## src/rtl/tail_sum_pkg.sv

```systemverilog
// tail_sum_pkg: FSM encoding, config field positions and default buffer depth
// shared by the tail-sum decoder and its packet buffer.
package tail_sum_pkg;
    typedef enum logic {RECV = 1'b0, SEND = 1'b1} state_e;
    localparam int CFG_LEN_MSB = 15;
    localparam int CFG_LEN_LSB = 8;
    localparam int CFG_K_MSB   = 7;
    localparam int CFG_K_LSB   = 0;
    localparam int DEF_DEPTH   = 256;
endpackage

```

## src/rtl/tsd_pkt_buf.sv

```systemverilog
// tsd_pkt_buf: DEPTH x 8 packet store with one synchronous write port and
// two combinational read ports (head byte and matching tail byte).
module tsd_pkt_buf
    import tail_sum_pkg::*;
#(
    parameter int DEPTH = DEF_DEPTH,
    parameter int AW    = $clog2(DEPTH)
) (
    input  logic          clk,
    input  logic          we,
    input  logic [AW-1:0] waddr,
    input  logic [7:0]    wdata,
    input  logic [AW-1:0] raddr_a,
    input  logic [AW-1:0] raddr_b,
    output logic [7:0]    rdata_a,
    output logic [7:0]    rdata_b
);
    logic [7:0] mem_q [DEPTH];

    always_ff @(posedge clk) begin
        if (we) mem_q[waddr] <= wdata;
    end

    assign rdata_a = mem_q[raddr_a];
    assign rdata_b = mem_q[raddr_b];
endmodule

```

## src/rtl/tail_sum_decoder.sv

```systemverilog
// tail_sum_decoder: store-and-forward AXI-Stream decoder; buffers one packet and
// replays it with the first k bytes restored as enc[i] - enc[L-k+i].
module tail_sum_decoder
    import tail_sum_pkg::*;
#(
    parameter int DEPTH = DEF_DEPTH,
    parameter int AW    = $clog2(DEPTH)
) (
    input  logic        clk,
    input  logic        en,
    input  logic [15:0] config_input,
    input  logic [7:0]  s_axis_data,
    input  logic        s_axis_valid,
    input  logic        s_axis_last,
    output logic        s_axis_ready,
    output logic [7:0]  m_axis_data,
    output logic        m_axis_valid,
    output logic        m_axis_last,
    input  logic        m_axis_ready,
    output logic        busy,
    output logic        len_err
);
    typedef logic [AW:0] cnt_t;

    state_e     state_q, state_d;
    cnt_t       wr_cnt_q, wr_cnt_d, rd_idx_q, rd_idx_d, pkt_len_q, pkt_len_d;
    logic [7:0] len_q, len_d, k_q, k_d, k_eff_q, k_eff_d;
    logic [7:0] m_data_q, m_data_d;
    logic       ovf_q, ovf_d, len_err_q, len_err_d;
    logic       m_valid_q, m_valid_d, m_last_q, m_last_d;
    logic [7:0] cur_len, cur_k, head_byte, tail_byte;
    cnt_t       new_len;
    logic       full, k_ok, load, we;

    // Config is taken live on the first beat so a 1-byte packet sees it too.
    assign cur_len = (wr_cnt_q == '0) ? config_input[CFG_LEN_MSB:CFG_LEN_LSB] : len_q;
    assign cur_k   = (wr_cnt_q == '0) ? config_input[CFG_K_MSB:CFG_K_LSB] : k_q;
    assign full    = wr_cnt_q[AW];
    assign new_len = full ? cnt_t'(DEPTH) : wr_cnt_q + cnt_t'(1);
    assign k_ok    = cnt_t'({cur_k, 1'b0}) <= new_len;
    assign load    = !m_valid_q || m_axis_ready;
    assign we      = (state_q == RECV) && s_axis_valid && !full;

    tsd_pkt_buf #(.DEPTH(DEPTH), .AW(AW)) u_buf (
        .clk     (clk),
        .we      (we),
        .waddr   (AW'(wr_cnt_q)),
        .wdata   (s_axis_data),
        .raddr_a (AW'(rd_idx_q)),
        .raddr_b (AW'(pkt_len_q - cnt_t'(k_eff_q) + rd_idx_q)),
        .rdata_a (head_byte),
        .rdata_b (tail_byte)
    );

    always_comb begin
        state_d   = state_q;
        wr_cnt_d  = wr_cnt_q;
        rd_idx_d  = rd_idx_q;
        pkt_len_d = pkt_len_q;
        len_d     = len_q;
        k_d       = k_q;
        k_eff_d   = k_eff_q;
        ovf_d     = ovf_q;
        m_data_d  = m_data_q;
        m_valid_d = m_valid_q;
        m_last_d  = m_last_q;
        len_err_d = 1'b0;
        if (state_q == RECV) begin
            if (s_axis_valid) begin
                wr_cnt_d = full ? wr_cnt_q : wr_cnt_q + cnt_t'(1);
                ovf_d    = ovf_q || full;
                len_d    = cur_len;
                k_d      = cur_k;
                if (s_axis_last) begin
                    state_d   = SEND;
                    pkt_len_d = new_len;
                    k_eff_d   = k_ok ? cur_k : '0;
                    len_err_d = (new_len != cnt_t'(cur_len)) || !k_ok || ovf_q || full;
                end
            end
        end else if (m_valid_q && m_axis_ready && m_last_q) begin
            state_d   = RECV;
            wr_cnt_d  = '0;
            rd_idx_d  = '0;
            ovf_d     = 1'b0;
            m_valid_d = 1'b0;
            m_last_d  = 1'b0;
        end else if (load) begin
            m_valid_d = rd_idx_q < pkt_len_q;
            if (rd_idx_q < pkt_len_q) begin
                m_data_d = (rd_idx_q < cnt_t'(k_eff_q)) ? head_byte - tail_byte : head_byte;
                m_last_d = rd_idx_q == pkt_len_q - cnt_t'(1);
                rd_idx_d = rd_idx_q + cnt_t'(1);
            end
        end
    end

    always_ff @(posedge clk or negedge en) begin
        if (!en) begin
            state_q   <= RECV;
            wr_cnt_q  <= '0;
            rd_idx_q  <= '0;
            pkt_len_q <= '0;
            len_q     <= '0;
            k_q       <= '0;
            k_eff_q   <= '0;
            ovf_q     <= 1'b0;
            m_data_q  <= '0;
            m_valid_q <= 1'b0;
            m_last_q  <= 1'b0;
            len_err_q <= 1'b0;
        end else begin
            state_q   <= state_d;
            wr_cnt_q  <= wr_cnt_d;
            rd_idx_q  <= rd_idx_d;
            pkt_len_q <= pkt_len_d;
            len_q     <= len_d;
            k_q       <= k_d;
            k_eff_q   <= k_eff_d;
            ovf_q     <= ovf_d;
            m_data_q  <= m_data_d;
            m_valid_q <= m_valid_d;
            m_last_q  <= m_last_d;
            len_err_q <= len_err_d;
        end
    end

    assign s_axis_ready = state_q == RECV;
    assign busy         = state_q == SEND;
    assign m_axis_data  = m_data_q;
    assign m_axis_valid = m_valid_q;
    assign m_axis_last  = m_last_q;
    assign len_err      = len_err_q;
endmodule

```

## config.mk

```make
export PLATFORM = sky130hd
export DESIGN_NAME = tail_sum_decoder
export DESIGN_NICKNAME = d
export VERILOG_FILES = /design/src/rtl/tail_sum_pkg.sv /design/src/rtl/tsd_pkt_buf.sv /design/src/rtl/tail_sum_decoder.sv
export SDC_FILE = /design/constraint.sdc
export NUM_CORES = 2
export LEC_CHECK = 0
export BUFFER_PORTS_ARGS = -buffer_cell sky130_fd_sc_hd__buf_2
export CAP_MARGIN = 40
export CORE_UTILIZATION = 50
export CTS_BUF_LIST = sky130_fd_sc_hd__clkbuf_8
export DETAILED_ROUTE_END_ITERATION = 8
export PLACE_DENSITY_LB_ADDON = 0.1
export REMOVE_ABC_BUFFERS = 1
export SYNTH_ARGS = -nofsm -noshare
export SYNTH_HDL_FRONTEND = slang
export SYNTH_HIERARCHICAL = 1
export SYNTH_SLANG_ARGS = --single-unit
```

## constraint.sdc

```tcl
create_clock -name clk -period 7 [get_ports clk]
set_input_delay 0.7 -clock clk [delete_from_list [all_inputs] [get_ports clk]]
set_output_delay 0.7 -clock clk [all_outputs]
set_load 0.01 [all_outputs]
```

-- Word level (Yosys, flattened, before mapping)
Memory sizes are Yosys's and may differ from the RTL's.
Cells that the tools add are included.
- add/sub/neg operators: 6
- magnitude comparators: 3
- equality and inequality tests: 4
- muxes and demuxes: 29
- bitwise logic cells: 2
- reductions and logical operators: 23
- operator list (cell ; number):
    9-bit 2-to-1 mux ; 8
    8-bit 2-to-1 mux ; 4
    9-bit by 1-bit adder with 9-bit output (second input constant) ; 2
    1-bit 2-to-1 mux ; 17
    8-bit subtractor ; 2
    9-bit equality test ; 1
    9-bit <= comparator ; 1
    9-bit zero test ; 1
    9-bit by 8-bit less-than comparator with 1-bit output ; 1
    9-bit less-than comparator ; 1
    9-bit by 8-bit != test with 1-bit output ; 1
    3-bit AND reduction ; 3
    9-bit by 1-bit subtractor with 9-bit output (second input constant) ; 1
    8-bit adder ; 1
    2-bit AND reduction ; 3
    2-bit nonzero test ; 3
    1-bit logical OR ; 5
    1-bit logical AND ; 4
    4-bit AND reduction ; 1
    1-bit zero test ; 3
    2-bit by 1-bit != test with 1-bit output (second input constant) ; 1
    2-bit != test (second input constant) ; 1
    1-bit inverter ; 2
- bits in registers: 64
- bits in writable memories: 2048
- bits of input ports: 29
- output and inout bits: 13
- logic and storage cells: 81
- memories: 1
- memories (memory ; depth ; bits a word ; rd ports ; clocked after Yosys merged registers in ; wr ports ; line ; source):
    u_buf.mem_q ; 256 ; 8 ; 2 ; 0 ; 1 ; tsd_pkt_buf.sv:18 ; logic [7:0] mem_q [DEPTH];

-- Logic depth before layout (Yosys ltp)
- depth after elaboration: 10
- gate-level depth with buffers: 28
- mapped depth without buffers: 26

-- Cells and area by module
Netlist, hierarchy kept.
- modules (own cells, without submodules) (module ; instances ; cells an instance ; area each (sq um) ; sequential area each (sq um)):
    tsd_pkt_buf ; 1 ; 4831 ; 96652.7 ; 61499.0
    tail_sum_decoder ; 1 ; 516 ; 4722.0 ; 1601.5

-- Least setup slack after synthesis
Ideal clock, no wire load.
- path kind: register to register
- start: register rd_idx_q[1]
- end: register m_data_q[6], in the netlist m_axis_data[6]
- setup time: 0.082 ns
- arrival: 5.478 ns
- data required time: 6.918 ns
- path slack: 1.440 ns
- stages on the path, launching flop included: 27
- buffers on the path: 2
- clock period less this slack: 5.560 ns
- path through: dfrtp_1 -> inv_1 -> fa_1 -> inv_1 -> ha_1 -> a21o_1 -> a21oi_1 -> nand2b_1 -> a21boi_0 -> o41a_1 -> xnor2_1 -> clkbuf_1 -> nand2b_1 -> or2_2 -> clkbuf_1 -> o21bai_1 -> a211o_1 -> a32o_1 -> a221oi_2 -> inv_1 -> ha_1 -> nor2b_1 -> o31a_1 -> o21a_1 -> o21ai_0 -> or3b_1 -> a31oi_1
- cells in the longest elaborated chain, start to end: 4
- elaborated cells between the ends (all ways): 7
- classes of those cells: add/sub (2); order compare (2); mux (1); reduce/logical (1); memory (1)
- ends and longest elaborated chain (element ; line ; source):
    start: declaration ; tail_sum_decoder.sv:26 ; cnt_t wr_cnt_q, wr_cnt_d, rd_idx_q, rd_idx_d, pkt_len_q, pkt_len_d;
    start signal: assignment ; tail_sum_decoder.sv:115 ; rd_idx_q <= rd_idx_d;
    8-bit adder ; tail_sum_decoder.sv:50 ; .raddr_b (AW'(pkt_len_q - cnt_t'(k_eff_q) + rd_idx_q)),
    memory read 256 x 8 bit ; -- ;
    net tail_byte[2] ; tail_sum_decoder.sv:31 ; logic [7:0] cur_len, cur_k, head_byte, tail_byte;
    8-bit subtractor ; tail_sum_decoder.sv:91 ; m_data_d = (rd_idx_q < cnt_t'(k_eff_q)) ? head_byte - tail_byte : head_byte;
    8-bit 2-to-1 mux ; tail_sum_decoder.sv:91 ;
    end signal: assignment ; tail_sum_decoder.sv:121 ; m_data_q <= m_data_d;
    end: declaration ; tail_sum_decoder.sv:28 ; logic [7:0] m_data_q, m_data_d;
The timed path passes the listed nets, and every way through them passes these cells.
A chain may end at the register's enable or synchronous reset.

-- Worst setup path after layout
Ends and elaborated chain as after synthesis.

==> summary.txt <==
Floorplan
  – Area of the core: around 0.2 sq mm
  – Full die area: 0.2046 sq mm
  – Die height: 452.3 um
  – Num rows: 164
  – IO Count: between 40 and 50
  – Starting Density: ~51%
  – DIE WIDTH: around 450 um

Place
  – Placed cell count: approximately 8000
  – Setup WS pre-CTS: about 0.23 ns
  – Buffers on Ports: between 40 and 50
  – DPL Wire Length: approximately 220000 um
  – GP Congestion: just under 1

Logic synthesis
  – Post-Syn Area: around 0.10 sq mm
  – Sequential fraction of the synthesis area: between 60% and 70%
  – Ys async rst share: about 3.0%
  – Post-Synth Adder-Cell Area: less than 1%
  – Synth Warn #: 6
  – Xor-xnor portion of the synthesized cell area: less than 1%
  – Largest family of logic cells by synthesized area: multiplexers
  – Most common flop cell mapped by yosys: edfxtp_1
  – Mux share of post-synthesis cell area: between 20% and 30%
  – Syn_area_per_cell: between 15 and 20 sq um
  – Synthesized flop and latch total: ~2100
  – Number of synthesized flops with an enable pin: between 2000 and 2500
  – Post-synthesis simple-gate area fraction: 3.304%
  – Mapped Cells: 5347
  – Compound-Gate Fraction of Synth Area: 4.095%
  – Synth unique cells: 83

Global routing
  – Total gr overflow: 0
  – Initial antenna violation count: 10
  – Total global-route track usage: between 30% and 40%
  – Vias in the first global route: roughly 60000
  – Met2 Track Usage GR: slightly below 50%
  – Met1 Track Usage GR: between 40% and 50%
  – Largest net degree at the start of global routing: 171
  – Global-route wire length before repair: between 400000 and 500000 um
  – Met3 Resource Use GR: 7.345%
  – Most crowded layer after global routing: met2

Clocking
  – CTS tree: built
  – Clock slew seen by the registers of the worst setup and hold paths: around 0.07 ns
  – Clk Latency, worst-skew pair: 1.10 ns
  – Post-CTS setup buffers: 0
  – H-tree levels: 5
  – Clk sinks: roughly 2100
  – Clk root buf: clkbuf_8
  – CTS Buffer Depth: 4
  – Num CTS Buffers: 375

Layout
  – Synth-to-Final Area Change: 11.98%
  – Nets@finish: a little under 6000
  – Multi-input logic area: 0.03539 sq mm
  – Share of cells above drive strength 1: between 30% and 40%
  – Final core occ: between 50% and 60%
  – Storage element area: approximately 0.063 sq mm
  – Filler cells: approximately 15000
  – Final Non-Filler Cells: between 8000 and 9000

Drt
  – DRC violations left: 0
  – DRT antenna net count: 0
  – Routed WL: ~330000 um
  – Avg WL per Cell: between 30 and 40 um
  – DR pass1 iterations: 5
  – Via/cell ratio: between 6 and 7
  – Vias: between 60000 and 70000
  – 1st-iter DRT viols: between 8000 and 9000

Timing
  – RSZ-0062 raised after global routing: no
  – F_max: 0.1515 GHz
  – Final worst slack: 0.4004 ns
  – Max_slew headroom: 20.44%
  – Final setup viols: 0
  – Max-slew violations: 0
  – Min cycle time layout: around 6.6 ns
  – Worst clock skew: 0.07743 ns
  – Final Hold Viols: 0
  – Fin crit share: about 94%
  – Slew at the pin closest to its max-slew limit: between 1 and 1.5 ns

Critical path
  – Crit Reg-Reg Endpoint: m_axis_data[6]$_DFFE_PN0P_
  – Cells on worst reg2reg path: 24
  – Crit path max-delay cell type: o21ai_0
  – Worst path required time: ~8.0 ns
  – CP Max Fanout: 13
  – Critical path's largest stage delay: about 0.65 ns
  – Crit path capture type: flip-flop
  – Crit path top cell by count: inv_1
  – Worst Path Buf+Inv: 5
  – CP top delay family: compound AO/OA/AOI/OAI gates
  – CP startpoint kind: flip-flop
  – Setup CP Type: flip-flop to flip-flop
  – Data arrival time of the critical path: 7.62 ns
  – Worst r2r src: rd_idx_q[1]$_DFFE_PN0P_
  – Crit-path cells: inv_1 -> fa_1 -> inv_1 -> ha_1 -> a21o_1 -> a21oi_1 -> nand2b_1 -> a21boi_0 -> nor2_1 -> xnor2_2 -> clkinvlp_4 -> buf_4 -> mux4_2 -> o21ai_0 -> a32o_1 -> a221oi_2 -> inv_1 -> ha_1 -> nor2b_1 -> o31a_1 -> o21a_1 -> o21ai_0 -> or3b_1 -> a31oi_1
  – R2R setup slack: 0.40 ns

Flow run
  – MaxCap Viol Count: 0

Status
  – Status: complete, no violations

Worst hold path
  – Hold Crit Class: primary input to async pin
## final cells by class
| cell class | instances | area share, % |
|---|---|---|
| sequential | 2112 | 55.60 |
| multi-input combinational | 2757 | 31.18 |
| clock buffer | 382 | 4.632 |
| timing repair buffer | 498 | 4.253 |
| tap | 2656 | 2.928 |
| clock inverter | 263 | 1.161 |
| inverter | 67 | 0.2348 |
| antenna | 5 | 0.01102 |
## metrics by stage
step	hold WS, ns	cell area (sq um)	setup TNS, ns
final	0.1041	113500	0
after floorplan	0.4044	98670	-423.74
after global placement	0.4649	104500	-1.356
after global routing	0.08280	113500	0
after CTS	0.01320	113400	0
after detailed placement	0.4733	106700	0
## layer usage
metal  wire length [um]  up-vias
li1                   -    23780
met1             128400    32220
met2             152600     3865
met3              35560      698
met4              14540        8
met5                 48        -
## state kept, by name, summed over array words and instances (netlist names)
name and flops:
u_buf/mem_q 2048, pkt_len_q 9, rd_idx_q 9, wr_cnt_q 9, k_eff_q 8, k_q 8
len_q 8, m_axis_data 8, busy 1, len_err 1, m_axis_last 1, m_axis_valid 1
ovf_q 1
## worst reg2reg max path, cell delays in order (launching register included)
cell	delay, ns
dfrtp_4	0.42
inv_1	0.06
fa_1	0.60
inv_1	0.06
ha_1	0.29
a21o_1	0.19
a21oi_1	0.27
nand2b_1	0.15
a21boi_0	0.10
nor2_1	0.17
xnor2_2	0.16
clkinvlp_4	0.47
buf_4	0.43
mux4_2	0.45
o21ai_0	0.65
a32o_1	0.35
a221oi_2	0.05
inv_1	0.10
ha_1	0.27
nor2b_1	0.16
o31a_1	0.27
o21a_1	0.19
o21ai_0	0.14
or3b_1	0.36
a31oi_1	0.15
## logic make-up after synthesis
logic type | after synthesis
and+or+nand+nor | 735
adders and majority gates | 51
muxes | 1358
buffers and inverters | 478
AOI/OAI and AO/OA | 578
DFF | 2112
xor gates and xnor gates | 35
## placed cells by master (no fill, tap or decap), types with 19 or more instances in the layout
master / n
mux2i_1: 255
nor2_1: 323
ha_1: 42
o31ai_1: 19
nor2b_1: 32
a221oi_1: 32
edfxtp_1: 2048
xnor2_1: 21
buf_4: 318
a22oi_1: 62
a22o_1: 26
o21ai_0: 70
a21oi_1: 101
dlygate4sd3_1: 21
dfrtp_1: 58
nand2_1: 156
buf_12: 49
clkinv_1: 100
o221ai_1: 65
nor3_1: 35
mux4_2: 1051
o22ai_1: 51
clkbuf_8: 390
inv_1: 164
buf_6: 45
buf_2: 36
nand3_1: 68
mux2_2: 52
nand2b_1: 19
clkinv_2: 45
a211oi_1: 29
## synthesized netlist by cell type (all sizes together) (7+ instances only)
library cell | instances | area share (%)
edfxtp | 2048 | 61
a31oi | 13 | 0.080
ha | 43 | 0.53
nor2b | 34 | 0.21
mux4 | 1051 | 23
a221o | 10 | 0.099
nand2 | 157 | 0.58
o31ai | 19 | 0.14
fa | 8 | 0.16
a21oi | 101 | 0.50
buf | 265 | 2.1
nand4 | 15 | 0.093
o211ai | 15 | 0.11
clkbuf | 146 | 0.54
inv | 63 | 0.23
mux2 | 52 | 0.58
and3 | 9 | 0.056
o22ai | 51 | 0.31
o21a | 7 | 0.052
nand2b | 20 | 0.12
a221oi | 38 | 0.37
a22oi | 62 | 0.46
nor4 | 12 | 0.095
nor2 | 326 | 1.2
or2 | 9 | 0.056
a22o | 26 | 0.22
dfrtp | 64 | 1.6
xnor2 | 26 | 0.22
nand3 | 68 | 0.34
and2 | 14 | 0.086
nor3b | 8 | 0.059
o21ai | 73 | 0.36
o221ai | 67 | 0.59
nor3 | 35 | 0.17
mux2i | 255 | 2.5
nand3b | 7 | 0.052
a2bb2oi | 9 | 0.078
a211oi | 29 | 0.21
xor2 | 9 | 0.078
## worst max path at each step
stage | slack, ns | from | endpoint | cells after the start
finish | 0.40 | rd_idx_q[1]$_DFFE_PN0P_ | m_axis_data[6]$_DFFE_PN0P_ | 24
global route | 0.11 | rd_idx_q[1]$_DFFE_PN0P_ | m_axis_data[6]$_DFFE_PN0P_ | 24
CTS | 0.16 | rd_idx_q[1]$_DFFE_PN0P_ | m_axis_data[7]$_DFFE_PN0P_ | 24
detailed placement | 0.23 | rd_idx_q[1]$_DFFE_PN0P_ | m_axis_data[7]$_DFFE_PN0P_ | 24
global placement | -0.52 | rd_idx_q[1]$_DFFE_PN0P_ | m_axis_data[7]$_DFFE_PN0P_ | 23
floorplan | -34.20 | rd_idx_q[0]$_DFFE_PN0P_ | m_axis_data[6]$_DFFE_PN0P_ | 15
## what timing repair did
action	4_1_cts	5_1_grt
hold buffers	20	1
setup endpoints to repair	0	3
gates resized for setup	0	2
endpoints found under the hold margin	93	4
Power is left out: the tool's default activity adds up to more than one toggle a clock period on the data nets, which glitch-free logic cannot reach.
